### config.mk
export PLATFORM = sky130hd
export DESIGN_NAME = mem_rd_arbiter
export DESIGN_NICKNAME = d
export VERILOG_FILES = /design/src/rtl/mem_arb_pkg.sv /design/src/rtl/mem_arb_tag_fifo.sv /design/src/rtl/mem_rd_arbiter.sv
export SDC_FILE = /design/constraint.sdc
export NUM_CORES = 1
export LEC_CHECK = 0
export CORE_UTILIZATION = 50
export DETAILED_ROUTE_END_ITERATION = 10
export DONT_BUFFER_PORTS = 1
export PLACE_DENSITY = 0.76
export SLEW_MARGIN = 0
export SYNTH_ARGS = -nofsm -noshare
export SYNTH_HDL_FRONTEND = slang
export SYNTH_SLANG_ARGS = --single-unit
export TNS_END_PERCENT = 100
### constraint.sdc
create_clock -name clk -period 5.25 [get_ports clk]
set_clock_uncertainty 0.1 [all_clocks]
set_input_delay 0.525 -clock clk [delete_from_list [all_inputs] [get_ports clk]]
set_output_delay 0.525 -clock clk [all_outputs]
set_load 0.05 [all_outputs]
### src/rtl/mem_arb_pkg.sv
// Shared types and helpers for the data-memory read arbiter (mem_rd_arbiter).
// Tag width is sized for the largest supported requester count (16).
package mem_arb_pkg;

    localparam logic [1:0] SZ_BYTE = 2'b00;
    localparam logic [1:0] SZ_HALF = 2'b01;
    localparam logic [1:0] SZ_WORD = 2'b10;

    localparam int MAX_REQ = 16;
    localparam int ID_W    = $clog2(MAX_REQ);

    typedef struct packed {
        logic [ID_W-1:0] id;
        logic [1:0]      size;
        logic [1:0]      offset;
    } tag_t;

    localparam int TAG_W = $bits(tag_t);

    // One-hot to index; an all-zero input yields 0.
    function automatic logic [ID_W-1:0] encoder(input logic [MAX_REQ-1:0] onehot);
        logic [ID_W-1:0] idx;
        idx = '0;
        for (int i = 0; i < MAX_REQ; i++) begin
            if (onehot[i]) idx = idx | ID_W'(i);
        end
        return idx;
    endfunction

    // Extracts the addressed byte/half from a raw word and sign-extends it.
    function automatic logic [31:0] rdata_gen(input logic [31:0] data,
                                              input logic [1:0]  size,
                                              input logic [1:0]  offset);
        logic [7:0]  b;
        logic [15:0] h;
        b = data[{offset, 3'b000} +: 8];
        h = offset[1] ? data[31:16] : data[15:0];
        if (size == SZ_BYTE)      return {{24{b[7]}}, b};
        else if (size == SZ_HALF) return {{16{h[15]}}, h};
        else                      return data;
    endfunction

endpackage

### src/rtl/mem_arb_tag_fifo.sv
// In-order tag FIFO for outstanding reads; full/empty derive from the
// registered count only, so a same-cycle pop never frees a slot for a push.
module mem_arb_tag_fifo #(
    parameter int DEPTH = 4,
    parameter int W     = 8
) (
    input  logic         clk,
    input  logic         rst,
    input  logic         push,
    input  logic [W-1:0] push_data,
    input  logic         pop,
    output logic [W-1:0] pop_data,
    output logic         full,
    output logic         empty
);

    localparam int AW = $clog2(DEPTH);

    logic [W-1:0]  mem [DEPTH];
    logic [AW-1:0] wr_ptr;
    logic [AW-1:0] rd_ptr;
    logic [AW:0]   count;
    logic          do_push;
    logic          do_pop;

    assign full     = (count == (AW+1)'(DEPTH));
    assign empty    = (count == '0);
    assign do_push  = push & ~full;
    assign do_pop   = pop & ~empty;
    assign pop_data = mem[rd_ptr];

    always_ff @(posedge clk) begin
        if (do_push) mem[wr_ptr] <= push_data;
    end

    always_ff @(posedge clk) begin
        if (rst) begin
            wr_ptr <= '0;
            rd_ptr <= '0;
            count  <= '0;
        end else begin
            if (do_push) wr_ptr <= wr_ptr + 1'b1;
            if (do_pop)  rd_ptr <= rd_ptr + 1'b1;
            count <= count + (AW+1)'(do_push) - (AW+1)'(do_pop);
        end
    end

endmodule

### src/rtl/mem_rd_arbiter.sv
// Round-robin arbiter sharing one 32-bit memory read port among NUM_REQ loaders.
// Define MEM_ARB_QOS_EN to give requester 0 fixed top priority.
module mem_rd_arbiter
    import mem_arb_pkg::*;
#(
    parameter int NUM_REQ     = 4,
    parameter int ADDR_W      = 32,
    parameter int OUTSTANDING = 4
) (
    input  logic                      clk,
    input  logic                      rst,
    input  logic [NUM_REQ-1:0]        req_valid,
    input  logic [NUM_REQ*ADDR_W-1:0] req_addr,
    input  logic [NUM_REQ*2-1:0]      req_size,
    output logic [NUM_REQ-1:0]        req_ready,
    output logic [NUM_REQ-1:0]        rsp_valid,
    output logic [31:0]               rsp_data,
    output logic                      mem_req_valid,
    input  logic                      mem_req_ready,
    output logic [ADDR_W-1:0]         mem_addr,
    input  logic                      mem_rsp_valid,
    input  logic [31:0]               mem_rsp_data
);

    localparam int PTR_W = $clog2(NUM_REQ);

    logic [PTR_W-1:0]   ptr;
    logic [PTR_W-1:0]   idx;
    logic [NUM_REQ-1:0] rr_oh;
    logic               rr_found;
    logic [ID_W-1:0]    rr_id;
    logic [ID_W-1:0]    grant_id;
    logic [ID_W-1:0]    lock_id;
    logic               locked;
    logic [ADDR_W-1:0]  grant_addr;
    logic [1:0]         grant_size;
    logic               accept;
    logic               fifo_full;
    logic               fifo_empty;
    logic               rsp_fire;
    tag_t               push_tag;
    tag_t               pop_tag;

    // First valid requester scanning from ptr with wrap-around.
    always_comb begin
        rr_oh    = '0;
        rr_found = 1'b0;
        idx      = '0;
        for (int i = 0; i < NUM_REQ; i++) begin
            idx = PTR_W'((int'(ptr) + i) % NUM_REQ);
            if (!rr_found && req_valid[idx]) begin
                rr_oh[idx] = 1'b1;
                rr_found   = 1'b1;
            end
        end
        rr_id = encoder(MAX_REQ'(rr_oh));
    end

    always_comb begin
        if (locked)
            grant_id = lock_id;
`ifdef MEM_ARB_QOS_EN
        else if (req_valid[0])
            grant_id = '0;
`endif
        else
            grant_id = rr_id;
    end

    always_comb begin
        grant_addr = '0;
        grant_size = '0;
        for (int i = 0; i < NUM_REQ; i++) begin
            if (grant_id == ID_W'(i)) begin
                grant_addr = req_addr[i*ADDR_W +: ADDR_W];
                grant_size = req_size[i*2 +: 2];
            end
        end
    end

    // Handshakes: a transfer happens only in a cycle where valid and ready are
    // both high; once valid is raised, the source holds it and its payload
    // stable until that cycle. rsp_valid is a one-cycle strobe with no ready.
    assign mem_req_valid = (|req_valid) & ~fifo_full & ~rst;
    assign accept        = mem_req_valid & mem_req_ready;
    assign req_ready     = accept ? (NUM_REQ'(1) << grant_id) : '0;
    assign mem_addr      = {grant_addr[ADDR_W-1:2], 2'b00};
    assign push_tag      = '{id: grant_id, size: grant_size, offset: grant_addr[1:0]};
    assign rsp_fire      = mem_rsp_valid & ~fifo_empty;

    always_ff @(posedge clk) begin
        if (rst) begin
            ptr     <= '0;
            locked  <= 1'b0;
            lock_id <= '0;
        end else if (accept) begin
            locked <= 1'b0;
`ifdef MEM_ARB_QOS_EN
            if (grant_id != '0)
                ptr <= PTR_W'((int'(grant_id) + 1) % NUM_REQ);
`else
            ptr <= PTR_W'((int'(grant_id) + 1) % NUM_REQ);
`endif
        end else if (mem_req_valid) begin
            locked  <= 1'b1;
            lock_id <= grant_id;
        end
    end

    mem_arb_tag_fifo #(
        .DEPTH (OUTSTANDING),
        .W     (TAG_W)
    ) u_tag_fifo (
        .clk       (clk),
        .rst       (rst),
        .push      (accept),
        .push_data (push_tag),
        .pop       (mem_rsp_valid),
        .pop_data  (pop_tag),
        .full      (fifo_full),
        .empty     (fifo_empty)
    );

    always_ff @(posedge clk) begin
        if (rst) begin
            rsp_valid <= '0;
            rsp_data  <= '0;
        end else begin
            rsp_valid <= rsp_fire ? (NUM_REQ'(1) << pop_tag.id) : '0;
            if (rsp_fire)
                rsp_data <= rdata_gen(mem_rsp_data, pop_tag.size, pop_tag.offset);
        end
    end

    // A response with nothing outstanding is dropped; flag it in simulation.
    always @(posedge clk) begin
        if (!rst) begin
            assert (!(mem_rsp_valid && fifo_empty))
                else $warning("mem_rd_arbiter: read response with empty tag FIFO dropped");
        end
    end

endmodule

---- Yosys cells after proc, flatten, opt, wreduce, memory -nomap -nowiden ----
Memory sizes are Yosys's and may differ from the RTL's. A register that Yosys moved wholly into a read port is not among the register bits.
Index checks and enable logic that the tools add are counted.
storage, ports and cells
  input port bits ......................... 176
  output and inout port bits .............. 73
  bits in writable memories ............... 32
  bits in registers ....................... 50
  memories ................................ 1
  word-level logic and storage cells ...... 106
operators by class
  shifts and indexed selects .............. 3
  $lt $le $gt $ge ......................... 8
  reduce and logical (&&, ||, !) cells .... 17
  bitwise logic cells ..................... 13
  eq/ne operators ......................... 5
  add/subtract/negate cells ............... 8
  muxes and demuxes ....................... 43
memory list
  memory          depth  bits a word  read ports  clocked after Yosys merged registers in  write ports  line                    text
  u_tag_fifo.mem  4      8            1           1                                        1            mem_arb_tag_fifo.sv:19  logic [W-1:0] mem [DEPTH];
operators with widths
  cell                   count
  $mux W32               6
  $shiftx A32 B6 Y8      1
  $mux W4                6
  $mux W16               1
  $mux W2                8
  $mux W1                14
  $lt A2 B3 Y1 const B   4
  $or A4 B4 Y4           3
  $add A2 B1 Y2 const B  4
  $bmux W1 S2            4
  $demux W1 S2           4
  $eq A4 B2 Y1 const B   2
  $ge A2 B1 Y1 const B   4
  $shl A1 B4 Y4 const A  2
  $logic_and A1 B1 Y1    7
  $and A1 B1 Y1          5
  $not A1 Y1             5
  $add A2 B2 Y2 const B  2
  $eq A4 B1 Y1 const B   1
  $logic_not A4 Y1       1
  $reduce_or A2 Y1       2
  $reduce_or A4 Y1       1
  $add A3 B1 Y3          1
  $eq A3 B3 Y1 const B   1
  6 further kinds        8

---- Depth between registers and ports, before layout ----
Gate-level depths: netlist of run 1.
  depth in word-level cells ............... 21
  gate-level depth with buffers ........... 19
  depth with buffers taken out ............ 15

---- Hierarchy ----
From an unflattened synthesis of run 1, not the netlist that was laid out.
unflattened totals
  cells, all modules ...................... 618
  area, all modules ....................... 5695.5 µm²
modules (own cells, without submodules)
  module            seq. area each (µm²)  area each (µm²)  cells an instance  instances
  mem_rd_arbiter    860.8                 4063.9           525                1
  mem_arb_tag_fifo  1141.1                1631.6           93                 1

---- Worst setup path after synthesis of run 1 ----
Ideal clock, no wire load.
  kind .................................... flip-flop to output port
  start point ............................. register ptr[0]
  end point ............................... output mem_addr[10]
  path buffers ............................ 4
  arrival time ............................ 4.175 ns
  required time ........................... 4.625 ns
  stages on the path, launching flop included .. 17
  setup slack ............................. 0.450 ns
  cell sequence ........................... dfxtp_1 -> inv_1 -> ha_1 -> or3b_1 -> a2111o_1 -> nand3_2 -> a221o_1 -> o22ai_4 -> inv_2 -> buf_6 -> ha_1 -> and2_1 -> clkbuf_1 -> dlygate4sd3_1 -> a32oi_1 -> a221oi_2 -> buf_4
between the ends
  cells in the longest elaborated chain, start to end .. 21
  elaborated cells on any way between the ends .. 59
  classes of those cells .................. 3 x add/sub; 8 x order compare; 3 x eq/ne; 31 x mux; 3 x bitwise; 11 x reduce/logical
RTL lines
  item                                                                   line                   text
  from (decl)                                                            mem_rd_arbiter.sv:27   logic [PTR_W-1:0] ptr;
  from (signal assigned)                                                 mem_rd_arbiter.sv:102  ptr <= PTR_W'((int'(grant_id) + 1) % NUM_REQ);
  parallel branches: the longest is 11 deep, another holds $lt A2 B3 Y1  --
  $mux W4 (*)                                                            mem_rd_arbiter.sv:51   if (!rr_found && req_valid[idx]) begin
  $mux W1                                                                mem_arb_pkg.sv:25      if (onehot[i]) idx = idx | ID_W'(i);
  $mux W2                                                                mem_arb_pkg.sv:25
  $mux W2 (*)                                                            mem_arb_pkg.sv:25
  $mux W4 (*)                                                            mem_rd_arbiter.sv:60   if (locked)
  named net grant_id[0]                                                  mem_rd_arbiter.sv:32   logic [ID_W-1:0] grant_id;
  $logic_not A4 Y1                                                       mem_rd_arbiter.sv:74   if (grant_id == ID_W'(i)) begin
  $mux W32 (3 in a row)                                                  mem_rd_arbiter.sv:74
  $mux W32 (*)                                                           mem_rd_arbiter.sv:74
  to (decl)                                                              mem_rd_arbiter.sv:20   output logic [ADDR_W-1:0] mem_addr,
Mark *: on every way through the listed nets, which the timed path passes. The select of a mux whose other input is x is not followed.

---- Worst setup path in the final report of run 1 ----
  start point ............................. register ptr[0]
  end point ............................... output mem_addr[17]
between the ends
  cells in the longest elaborated chain, start to end .. 21
  elaborated cells on any way between the ends .. 59
  classes of those cells .................. 3 x add/sub; 8 x order compare; 3 x eq/ne; 31 x mux; 3 x bitwise; 11 x reduce/logical
RTL lines
  item                                                                   line
  parallel branches: the longest is 11 deep, another holds $lt A2 B3 Y1  --
  $mux W4 (*)                                                            mem_rd_arbiter.sv:51
  $mux W1                                                                mem_arb_pkg.sv:25
  $mux W2                                                                mem_arb_pkg.sv:25
  $mux W2 (*)                                                            mem_arb_pkg.sv:25
  $mux W4 (*)                                                            mem_rd_arbiter.sv:60
  $logic_not A4 Y1                                                       mem_rd_arbiter.sv:74
  $mux W32 (3 in a row)                                                  mem_rd_arbiter.sv:74
  $mux W32 (*)                                                           mem_rd_arbiter.sv:74
Every way passes the cells marked *. The select of a mux whose other input is x is not followed.

==> flow_summary.ini, run 1 <==
[clock_tree]
cts_tree = built
ctsHoldBuffers = 0
numCtsBuffers = 9
clock_latency_ns = 0.34
cts.clk_slew.worst_paths_ns = 0.06
cts.sinks = 84
clockRootBuffer = clkbuf_16
cts_max_level = 3
clockBufferDepth = 2

[synthesis]
synth-edff-count = 32
postSynthCellCount = 586
synth_xor_area_share_pct = 0.598
synth_compound_area_share_pct = 26.9
synth-seq-cells = 84
synth-simple-area-share_pct = 11.3
muxShareOfSynthArea_pct = 9.27
syn_area_um2 = 5860
synthAdderAreaFrac_pct = 3.55
yosysWarnings = 0
synthDistinctLibCells = 60
async_flop_share_pct = 0
synth_top_family_by_area = compound AO/OA/AOI/OAI gates
ys_seq_area_share_pct = 34.2
synth-main-ff-cell = dfxtp_1
syn_area_per_cell_um2 = 10.0

[finish]
nFillCells = 1000
final_cells = 709
antenna_cells = 0
syn_to_final_growth_pct = 4.38
drive_above_1_share_pct = 22.6
ff_latch_area_um2 = 2010
nets = 753
utilization_pct = 53.6
multi_input_area_um2 = 3090
final_area_um2 = 6110

[floorplan]
die_h_um = 110
die_area_um2 = 12200
die_w_um = 110
rows = 39
ios = 249
initial_utilization_pct = 51.3
coreArea_um2 = 11400

[global_routing]
grt_pass1_wl_mm = 22.1
grt.overflow.total = 0
grt_pass1_vias = 4240
grt.total_usage_pct = 23.7
grt_max_degree = 49
antenna_found_initial = 0

[placed_design]
dp_slack_ns = 0.228
globalplace.congestion = 0.920
port-buffer-count = 0
place_hpwl_mm = 11.1
placed_cells = 691
dpl_cell_area_um2 = 5750

[sta]
hold_violations = 0
finalWorstPathRequiredPeriod_ns = 5.08
fmax_ghz = 0.197
fin_ws_ns = 0.168
tightest_slew_ns = 1.26
max_slew_margin_pct = 15.1
drv_slew = 0
finalSetupViolations = 0
period_share_pct = 96.8

[route]
vias = 4745
drt-pass1-iter-count = 7
viasPerCell = 6.69
drt_iter0_markers = 469
drc = 0
wirelength_mm = 15.5
wl_per_cell_um = 21.8
postRouteAntennaNets = 0

[worst_setup_path]
worst_path_most_repeated_cell = a221oi_1
cp_data_required_time_ns = 4.62
crit_arrival_ns = 4.46
cp-start-kind = flip-flop
max_stage_delay_ns = 0.43
crit_family = compound AO/OA/AOI/OAI gates
crit_chain = clkinvlp_4 -> ha_4 -> or3b_1 -> a2111o_1 -> nand3_2 -> a221oi_1 -> a21o_2 -> ha_1 -> nor2_1 -> o211ai_1 -> a221oi_1 -> a22o_1 -> buf_12 -> a32oi_1 -> a221oi_2 -> buf_4
crit_type = reg -> out
critPathBufInv = 3
crit_fanout = 34
slowest_stage = a2111o_1
worstSetupEndpointType = primary output

[job]
maxCapViolations = 0

[outcome]
status = complete, no violations

[worst_hold_path]
hold_path.class = in -> reg
logic make-up after synthesis:
| logic type | after synthesis |
|---|---|
| xor gates and xnor gates | 4 |
| DFF | 84 |
| AOI/OAI and AO/OA | 173 |
| adders and majority gates | 16 |
| muxes | 35 |
| other | 1 |
| and+or+nand+nor | 141 |
| buffers and inverters | 132 |
layout by cell type (no fill, tap or decap), drive strengths merged, types with 19 or more instances in the layout:
cell type,netlist,final
dfxtp,52,52
nor2,48,48
inv,47,47
buf,57,46
a221oi,37,37
a311oi,35,35
a32oi,34,34
nand2,33,33
nor3,33,33
edfxtp,32,32
a21oi,27,27
mux2i,19,19
timing repair:
| item | CTS | global route |
|---|---|---|
| pin swaps | 0 | 2 |
| setup buffers | 0 | 2 |
| resized for setup | 2 | 11 |
| endpoints found under the setup margin | 30 | 30 |
layout make-up:
type                       instances  share of cell area, %
sequential                        84                   32.8
multi-input combinational        371                   50.5
tap                              143                   2.93
clock inverter                     3                  0.327
inverter                          49                   3.07
clock buffer                      13                   4.44
timing repair buffer              46                   5.91
cells in the mapped netlist (all sizes together), types with 12 or more instances:
master | number | area share (%)
edfxtp | 32 | 16
a311oi | 35 | 5.2
ha | 15 | 3.2
a32oi | 34 | 5.1
mux4 | 15 | 5.8
buf | 57 | 7.9
inv | 47 | 3.0
dfxtp | 52 | 18
mux2i | 19 | 3.2
nor2 | 48 | 3.1
o21ai | 12 | 1.0
a21oi | 27 | 2.4
nand2 | 33 | 2.1
nor3 | 33 | 3.0
clkbuf | 15 | 1.1
a221oi | 37 | 8.8
worst register-to-register path, stage by stage, from the launching register on:
cell and delay, ns:
dfxtp_4 0.41, clkinvlp_4 0.16, ha_4 0.28, or3b_1 0.35
a2111o_1 0.43, nand3_2 0.14, a221oi_1 0.11, a21o_2 0.30
ha_1 0.23, nor2_1 0.15, o211ai_1 0.11, a221oi_1 0.29
a22o_1 0.25, buf_12 0.21, a32oi_1 0.17, a221oi_1 0.56
layer usage:
layer / wire length [um] / up-vias / track usage, % / share of wire, %
met5: 0 / - / 0 / 0
met4: 217 / 0 / 5.92 / 1.4
met3: 1230 / 23 / 5.70 / 8.0
met2: 7670 / 269 / 37.4 / 50
met1: 6350 / 2303 / 32.6 / 41
li1: - / 2150 / - / -
final timing paths:
check	startpoint	end	depth (start not counted)	slack (ns)
setup / recovery	ptr[0]	mem_addr[17]	16	0.17
hold / removal	rst	rsp_data[6]	1	0.16
setup reg to reg	ptr[0]	u_tag_fifo.mem[1][3]	15	0.74
hold reg to reg	lock_id[2]	lock_id[2]	1	0.39
state kept, by name, summed over array words and instances, names as in the netlist, named ones only:
signal	count
u_tag_fifo.rd_ptr	2
locked	1
ptr	2
rsp_valid	4
u_tag_fifo.mem	32
rsp_data	32
lock_id	4
u_tag_fifo.wr_ptr	2
u_tag_fifo.count	3
through the flow:
| stage | hold WS (ns) | TNS, ns |
|---|---|---|
| after floorplan | 0.366 | 0 |
| after global placement | 0.369 | 0 |
| after detailed placement | 0.382 | 0 |
| after CTS | 0.151 | 0 |
| after global routing | 0.148 | -1.05 |
| final | 0.158 | 0 |
Power of run 1 is not shown: default switching activity piles up to over one toggle a cycle in this logic, so the estimate is an artifact.
==> inputs of run 2 (changes only) <==
Settings changed: CAP_MARGIN set to 20, CORE_ASPECT_RATIO set to 1.4.
==> flow_summary.ini, run 2 (synthesized netlist as in run 1, its figures left out) <==
[outcome]
status = complete, no violations

[finish]
ff_latch_area_um2 = 2010
nFillCells = 975
syn_to_final_growth_pct = 4.40
drive_above_1_share_pct = 22.3
multi_input_area_um2 = 3090
final_area_um2 = 6120
nets = 751
top_regs = rsp_data: 32 flops, u_tag_fifo.mem: 32 flops
layout_common_cells = 50 x dfxtp_1, 47 x nor2_1, 45 x inv_1, 42 x buf_4, 35 x a311oi_1
layout_commonest_cell = dfxtp_1
final_cells = 709

[worst_hold_path]
holdPathEnd = rsp_data[2]
hold_depth = 1
min_from = rst
hold_path.class = in -> reg

[worst_setup_path]
max_stage_delay_ns = 0.43
worstSetupEndpointType = primary output
crit_arrival_ns = 4.41
slowest_stage = a2111o_1
cp_data_required_time_ns = 4.62
crit_fanout = 34
crit_family = compound AO/OA/AOI/OAI gates
crit_type = reg -> out
cp-start-kind = flip-flop
crit_chain = inv_1 -> ha_4 -> or3b_1 -> a2111o_1 -> nand3_2 -> a221oi_1 -> a21o_2 -> ha_1 -> nor2_1 -> o211ai_1 -> a221oi_1 -> a22o_1 -> buf_12 -> a32oi_1 -> a221oi_2 -> buf_4
critPathBufInv = 3
worst_path_most_repeated_cell = a221oi_1
r2r_end = u_tag_fifo.mem[2][3]
r2r_cells = 15
timing.rr.start = ptr[0]
r2r_setup_slack_ns = 0.93

[route]
drt_iter0_markers = 364
drt-pass1-iter-count = 4
viasPerCell = 6.70
postRouteAntennaNets = 0
drc = 0
wirelength_mm = 15.9
wl_per_cell_um = 22.4
vias = 4750

[sta]
fin_setup_tns_ns = 0
period_share_pct = 95.9
finalSetupViolations = 0
fmax_ghz = 0.199
max_slew_margin_pct = 34.0
whs_ns = 0.151
finalWorstPathRequiredPeriod_ns = 5.04
rsz0062_at_grt = false
hold_violations = 0
tightest_slew_ns = 0.987
drv_slew = 0

[placed_design]
place_hpwl_mm = 11.6
globalplace.congestion = 0.870
placed_cells = 691
port-buffer-count = 0
dpl_cell_area_um2 = 5760

[floorplan]
die_w_um = 93.5
initial_utilization_pct = 51.4
coreArea_um2 = 11400
rows = 46
die_area_um2 = 12200
ios = 249
die_h_um = 130

[job]
maxCapViolations = 0

[clock_tree]
clockRootBuffer = clkbuf_16
cts_max_level = 3
numCtsBuffers = 9
cts_tree = built
cts.clk_slew.worst_paths_ns = 0.06
clock_latency_ns = 0.34
ctsHoldBuffers = 0
clockBufferDepth = 2
cts.sinks = 84

[global_routing]
grt.total_usage_pct = 24.7
grt_pass1_wl_mm = 22.9
antenna_found_initial = 0
grt.overflow.total = 0
grt_pass1_vias = 4459
grt_max_degree = 49
==> run 2: cell types whose count changed in the layout (fill, tap and decap cells not counted), sizes merged <==
cell / delta
clkbuf: -3
buf: -2
inv: +2
bufinv: +1
diode: +1
==> run 2: area by class of cell <==
cell class                      count  area share [%]
Tap cell                          144            2.95
Inverter                           49            3.01
Antenna cell                        1          0.0409
Multi-Input combinational cell    371            50.5
Sequential cell                    84            32.8
Timing Repair Buffer               44            5.67
Clock buffer                       10            3.91
Clock inverter                      6            1.13
==> run 2: worst max path at each step <==
stage	depth (start not counted)	endpoint	slack [ns]	from
6_report	16	mem_addr[11]	0.21	ptr[0]
3_3_place_gp	16	mem_addr[11]	0.44	ptr[0]
4_1_cts	16	mem_addr[11]	0.1	ptr[1]
3_5_place_dp	16	mem_addr[11]	0.26	ptr[0]
2_1_floorplan	16	mem_addr[10]	0.45	ptr[0]
5_1_grt	16	mem_addr[21]	0.03	ptr[0]
==> run 2: timing repair <==
action,CTS,global route
buffers inserted,0,0
endpoints found under the setup margin,30,30
gates cloned,0,0
gates resized for setup,2,8
endpoints found under the hold margin,0,0
pin swaps,0,1
==> run 2: worst register-to-register path, stage by stage, from the launching register on <==
cell,delay (ns)
dfxtp_4,0.38
inv_1,0.22
ha_4,0.26
or3b_1,0.36
a2111o_1,0.43
nand3_2,0.14
a221oi_1,0.12
a21o_2,0.31
ha_1,0.23
nor2_1,0.16
o211ai_1,0.11
a221oi_1,0.23
a22o_1,0.23
buf_12,0.21
a32oi_1,0.13
a221oi_1,0.47
==> run 2: per-layer routing <==
layer	track usage [%]	up-vias	wire length (um)
met5	0	-	0
met4	9.86	0	510
met3	6.24	43	1680
met2	44.5	311	7990
met1	27.8	2246	5690
li1	-	2150	-
==> run 2: stage by stage <==
step | setup WS [ns] | util, %
after detailed placement | 0.265 | 50.5
after CTS | 0.0979 | 53.2
after global placement | 0.444 | 50.5
after floorplan | 0.450 | -
final | 0.214 | 53.7
after global routing | 0.0300 | 53.6
Power of run 2 is left out for the same reason.
